===== src/rtl/regfile_write_arbiter.sv =====
// Two-requester write arbiter in front of a small register file.
// After reset it clears every register once (INIT), then forwards at most one
// write per cycle from two requesters using round-robin arbitration (RUN).
//
// Handshake: a requester raises valid together with index/data and holds all
// three stable until it sees ready. A transfer happens on the rising edge where
// valid and ready are both 1; ready is combinational, so the regfile write and
// the acceptance land on the same edge. Nothing is buffered here.
module regfile_write_arbiter #(
  parameter int DATA_WIDTH  = 32,
  parameter int INDEX_WIDTH = 2
) (
  input  logic                   clk,
  input  logic                   reset,
  input  logic                   req0_valid,
  input  logic [INDEX_WIDTH-1:0] req0_index,
  input  logic [DATA_WIDTH-1:0]  req0_data,
  output logic                   req0_ready,
  input  logic                   req1_valid,
  input  logic [INDEX_WIDTH-1:0] req1_index,
  input  logic [DATA_WIDTH-1:0]  req1_data,
  output logic                   req1_ready,
  output logic                   rf_write_enable,
  output logic [INDEX_WIDTH-1:0] rf_write_index,
  output logic [DATA_WIDTH-1:0]  rf_write_data,
  output logic                   init_done,
  output logic [7:0]             conflict_count,
  output logic                   o_dbg_state
);

  localparam int NUM_REGS = 2 ** INDEX_WIDTH;
  localparam logic [INDEX_WIDTH-1:0] LAST_IDX = INDEX_WIDTH'(NUM_REGS - 1);

  typedef enum logic {
    ST_INIT = 1'b0,
    ST_RUN  = 1'b1
  } state_t;

  state_t                 r_state;
  logic [INDEX_WIDTH-1:0] r_clear_ptr;
  logic                   r_last_grant;   // 1: requester 1 was granted last
  logic                   r_init_done;
  logic [7:0]             r_conflict_count;

  logic w_run;
  logic w_grant0;
  logic w_grant1;
  logic w_both_valid;

  // Round-robin grant: a lone requester always wins; on contention the one
  // not granted last wins. Reset gates everything off combinationally.
  always_comb begin
    w_run        = (r_state == ST_RUN) && !reset;
    w_both_valid = req0_valid && req1_valid;
    w_grant0     = w_run && req0_valid && (!req1_valid || r_last_grant);
    w_grant1     = w_run && req1_valid && (!req0_valid || !r_last_grant);
  end

  assign req0_ready     = w_grant0;
  assign req1_ready     = w_grant1;
  assign init_done      = r_init_done;
  assign conflict_count = r_conflict_count;
  assign o_dbg_state    = r_state;

  // Regfile write port: clear pattern in INIT, granted requester's fields in RUN.
  always_comb begin
    rf_write_enable = 1'b0;
    rf_write_index  = '0;
    rf_write_data   = '0;
    if (!reset) begin
      if (r_state == ST_INIT) begin
        rf_write_enable = 1'b1;
        rf_write_index  = r_clear_ptr;
      end else if (w_grant0) begin
        rf_write_enable = 1'b1;
        rf_write_index  = req0_index;
        rf_write_data   = req0_data;
      end else if (w_grant1) begin
        rf_write_enable = 1'b1;
        rf_write_index  = req1_index;
        rf_write_data   = req1_data;
      end
    end
  end

  // Controller FSM: clear sweep, then arbitration bookkeeping and conflict count.
  always_ff @(posedge clk or posedge reset) begin
    if (reset) begin
      r_state          <= ST_INIT;
      r_clear_ptr      <= '0;
      r_last_grant     <= 1'b1;
      r_init_done      <= 1'b0;
      r_conflict_count <= '0;
    end else begin
      case (r_state)
        ST_INIT: begin
          r_clear_ptr <= r_clear_ptr + INDEX_WIDTH'(1);
          if (r_clear_ptr == LAST_IDX) begin
            r_state     <= ST_RUN;
            r_init_done <= 1'b1;
          end
        end
        ST_RUN: begin
          if (w_grant0) begin
            r_last_grant <= 1'b0;
          end else if (w_grant1) begin
            r_last_grant <= 1'b1;
          end
          if (w_both_valid && (r_conflict_count != 8'hFF)) begin
            r_conflict_count <= r_conflict_count + 8'd1;
          end
        end
        default: r_state <= ST_INIT;
      endcase
    end
  end

endmodule

===== config.mk =====
export PLATFORM = sky130hd
export DESIGN_NAME = regfile_write_arbiter
export DESIGN_NICKNAME = d
export VERILOG_FILES = /design/src/rtl/regfile_write_arbiter.sv
export SDC_FILE = /design/constraint.sdc
export NUM_CORES = 1
export LEC_CHECK = 0
export CELL_PAD_IN_SITES_DETAIL_PLACEMENT = 1
export CELL_PAD_IN_SITES_GLOBAL_PLACEMENT = 2
export CORE_MARGIN = 1.5
export CORE_UTILIZATION = 15
export CTS_CLUSTER_DIAMETER = 50
export DETAILED_ROUTE_END_ITERATION = 12
export PLACE_DENSITY = 0.87
export RECOVER_POWER = 100
export REMOVE_ABC_BUFFERS = 1
export SYNTH_ARGS = -nofsm -noshare
export SYNTH_HDL_FRONTEND = slang
export SYNTH_SLANG_ARGS = --single-unit

===== constraint.sdc =====
create_clock -name clk -period 2.49 [get_ports clk]
set_clock_uncertainty 0.05 [all_clocks]
set_input_delay 0.3735 -clock clk [delete_from_list [all_inputs] [get_ports clk]]
set_output_delay 0.3735 -clock clk [all_outputs]
set_load 0.01 [all_outputs]

# [Word-level counts from Yosys, hierarchy flattened]
# Index checks and enable logic that the tools add are counted.
[totals] reg_bits=13 input_bits=72
[op_classes] n_addsub=2 muxes=16 bitwise_logic=1 n_reduce_logical=17 eq_ne=2
[ops] operator="32-bit two-way mux" count=4
[ops] operator="8-bit by 1-bit adder with 8-bit output, second input constant" count=1
[ops] operator="1-bit two-way mux" count=8
[ops] operator="2-bit two-way mux" count=4
[ops] operator="8-bit inequality test, second input constant" count=1
[ops] operator="1-bit logical AND" count=7
[ops] operator="2-bit AND reduction" count=3
[ops] operator="1-bit zero test" count=4
[ops] operator="2-bit by 1-bit adder with 2-bit output, second input constant" count=1
[ops] operator="2-bit equality test, second input constant" count=1
[ops] operator="1-bit logical OR" count=2
[ops] operator="2-bit nonzero test" count=1
[ops] operator="1-bit NOT" count=1

# [Logic depth before layout (Yosys ltp)]
[depth] depth_word=8 mapped_depth=5 depth_no_buf=4

# [Least setup slack after synthesis]
# Ideal clock, no wire load.
[synth_path] path_kind="reg-to-output" from="register r_state (netlist: o_dbg_state)" to="output rf_write_data[23]" path_stages_with_launch=6 required_ps=2067 n_path_buf=2 slack_ps=760 t_arrival_ps=1307 path_cell_list="dfrtp_1 nor2b_2 and3_1 buf_6 buf_8 a22o_1"
[synth_lines] element="start: declaration" line="39" source="state_t r_state;"
[synth_lines] element="start signal: assignment" line="89" source="r_state <= ST_INIT;"
[synth_lines] element="start signal: assignment" line="99" source="r_state <= ST_RUN;"
[synth_lines] element="start signal: assignment" line="113" source="default: r_state <= ST_INIT;"
[synth_lines] element="1-bit logical AND" line="53" source="w_run = (r_state == ST_RUN) && !reset;"
[synth_lines] element="1-bit logical AND (2 in a row)" line="55" source="w_grant0 = w_run && req0_valid && (!req1_valid || r_last_grant);"
[synth_lines] element="named net req0_ready" line="18" source="output logic req0_ready,"
[synth_lines] element="32-bit two-way mux" line="74" source="end else if (w_grant0) begin"
[synth_lines] element="32-bit two-way mux" line="71" source="if (r_state == ST_INIT) begin"
[synth_lines] element="32-bit two-way mux" line="70" source="if (!reset) begin"
[synth_lines] element="end: declaration" line="25" source="output logic [DATA_WIDTH-1:0] rf_write_data,"
# The timed path passes the listed nets, and every way through them passes these cells.

# [Final worst setup path]
[layout_path] from="input reset" to="output req0_ready"
[layout_via] elab_chain_len=4
[layout_lines] element="start: declaration" line="14" source="input logic reset,"
[layout_lines] element="1-bit zero test (no source line)"
[layout_lines] element="1-bit logical AND" line="53"
[layout_lines] element="1-bit logical AND (2 in a row)" line="55"
[layout_lines] element="end: declaration" line="18"
# No other way between the ends.

==> run summary <==
result of the run = completed
netlist area before placement = 1130 sq um
Worst Min Path Start = init_done
count of flip-flops with a built-in enable after synthesis = 0
clock tree from TritonCTS = built
Clock Tree Buf Depth = 2
fin crit share = 97.0%
overall fraction of global-route tracks in use = 11.7%
number of fill cells in the layout = 874
worst relative slew slack = 60.0%
ratio of cells with drive above 1 in the final layout = 11.1%
DR vias = 1,404
clock root buffer master = sky130_fd_sc_hd__clkbuf_8
Clk Latency, worst-skew pair = 0.24 ns
Vert. Die Dim = 89.9 um
most frequent cells in the layout = 71 x sky130_fd_sc_hd__clkdlybuf4s50_1, 35 x sky130_fd_sc_hd__dlygate4sd2_1, 31 x sky130_fd_sc_hd__a22o_1, 12 x sky130_fd_sc_hd__dfrtp_1, 12 x sky130_fd_sc_hd__dlygate4sd3_1
total overflow reported by the global router = 0
Crit. End Element = output port
number of instances in the synthesized netlist = 107
final setup violation count = 0
per-cell via count in the routed design = 4.22
Inserted Diodes = 0
commonest register cell after synthesis = sky130_fd_sc_hd__dfrtp_1
number of cells on the worst hold path = 1
critical register-to-register path startpoint = conflict_count[0]
power density over the cells = 407 nW/um^2
distinct cell type count after synthesis = 35
type of element launching the critical path = primary input
portion of the post-synthesis area used by sequential elements = 28.8%
cell count of the worst reg-to-reg path = 4
hold slack final = 0.423 ns
number of antenna violations at the first check in global routing = 0
final std cells w/o fill = 333
placer's final routability congestion estimate = 0.715
Total Nets Final = 309
largest fanout on the critical path = 32
critical setup path kind = primary input to output port
CP Launch Point = reset
Maximum Capacitance Violations = 0
highest attainable clock frequency = 0.414 GHz
fraction of synthesis flops using an asynchronous set or reset pin = 100%
leakage component of the power = 1.13 nW
post-route ant nets = 0
worst ir drop on vdd = 0.275 mV
number of pins exceeding their max-slew limit in the final report = 0
Chip Width = 89.9 um
number of clock sinks = 13
number of top-level pins = 119
clock transition at the registers of the reported paths = 0.05 ns
most common cell after layout, fill and taps aside = sky130_fd_sc_hd__clkdlybuf4s50_1
final hold violation count = 0
Placement Rows = 31
Yosys warning count = 0
total of flip-flops plus latches after synthesis = 13
vias in the first global route = 1,465
Detailed Place HPWL = 4.06 mm
HP Class = flip-flop to flip-flop
wire length of the first global-routing pass = 7.76 mm
depth of the CTS H-tree = 1
minimum clock period = 2.42 ns
setup repair after global routing missed its margin = no
number of CTS-inserted buffers = 3
Post-Place Cells = 326
Post-Syn Area per Cell = 10.6 sq um
Total Wirelength = 4.87 mm
detailed-route wire length per cell = 14.6 um
Total Die Area = 8080 sq um
transition time at the pin with the least slew margin = 0.584 ns
required time at the endpoint of the critical path = 2.07 ns
1st-iter DRT viols = 18
initial core utilization = 15.5%
total power draw = 0.981 mW
residual DRC count = 0
largest net degree at the start of global routing = 33
Area Growth Syn to Fin = 113%
core region area = 7290 sq um
Port Buffer Count = 118
Critical Path AT = 1.99 ns
detailed-router iteration count before antenna repair = 4
[power by group]
part           internal [mW]  leakage, nW  switching [mW]  total, mW
sequential             0.259        0.159          0.0598      0.318
combinational          0.292        0.944           0.183      0.475
clock                  0.113       0.0228          0.0749      0.188
[worst max-delay path, cell delays in order]
cell	delay, ns
sky130_fd_sc_hd__clkdlybuf4s50_1	0.44
sky130_fd_sc_hd__nor2b_2	0.17
sky130_fd_sc_hd__and3_4	0.21
sky130_fd_sc_hd__buf_8	0.21
sky130_fd_sc_hd__clkdlybuf4s50_1	0.57
[repair_timing]
item,4_1_cts,5_1_grt
setup buffers,3,0
endpoints found under the setup margin,35,0
hold buffers,0,0
resized for setup,36,0
[worst paths after layout]
path                                      to  slack [ns]
max                               req0_ready        0.07
min                                init_done        0.42
max reg2reg                conflict_count[5]        0.70
min reg2reg                        init_done        0.42
max in group asynchronous       r_last_grant        1.36
min in group asynchronous        o_dbg_state        0.67
[cell families after synthesis]
group / Yosys count / synth area share (%)
compound gates: 43 / 32.7
xor+xnor: 5 / 3.87
fa+ha+maj: 2 / 2.21
buf+inv: 12 / 12.8
flops: 13 / 28.8
mux: 4 / 3.87
simple gates: 28 / 15.7
[Yosys cell counts (3+ instances only)]
| library cell | instances | share of area, % |
|---|---|---|
| sky130_fd_sc_hd__a22o_1 | 31 | 24 |
| sky130_fd_sc_hd__a21o_1 | 3 | 2.0 |
| sky130_fd_sc_hd__buf_12 | 4 | 7.1 |
| sky130_fd_sc_hd__nor3_1 | 3 | 1.3 |
| sky130_fd_sc_hd__nor2_1 | 4 | 1.3 |
| sky130_fd_sc_hd__nand3_1 | 6 | 2.7 |
| sky130_fd_sc_hd__xor2_1 | 3 | 2.3 |
| sky130_fd_sc_hd__dfrtp_1 | 12 | 27 |
| sky130_fd_sc_hd__nand2_1 | 4 | 1.3 |
| sky130_fd_sc_hd__a21oi_1 | 3 | 1.3 |
| sky130_fd_sc_hd__buf_6 | 3 | 3.0 |
[cell type report]
type	count	area [sq um]	area share (%)
Sequential cell	13	327	13.5
Timing Repair Buffer	133	1260	52.4
Multi-Input combinational cell	82	647	26.8
Inverter	2	7.51	0.311
Tap cell	99	124	5.13
Clock buffer	4	45.0	1.87
[sequential cells by signal, indices dropped and copies added (netlist names)]
signal	flops
o_dbg_state	1
r_clear_ptr	2
init_done	1
conflict_count	8
r_last_grant	1
[per-stage QoR]
stage	setup slack, ns	util [%]	TNS, ns	instance area, sq um
3_3_place_gp	-0.133	33.1	-2.93	2410
5_1_grt	0.00752	33.1	0	2410
2_1_floorplan	0.158	-	0	995
3_5_place_dp	-0.169	33.1	-4.21	2410
6_report	0.0748	33.1	0	2410
4_1_cts	0.0872	33.5	0	2440
[routing by layer]
layer  track usage [%]  routed length, um  vias up  share of wire, %
met2              21.6               2460       71                51
li1                  -                  -      674                 -
met1              13.8               2060      656                42
met3              3.21                326        3               6.7
met4              1.59                 17        0              0.35
met5                 0                  0        -                 0
Power figures use the tool's default switching activity.
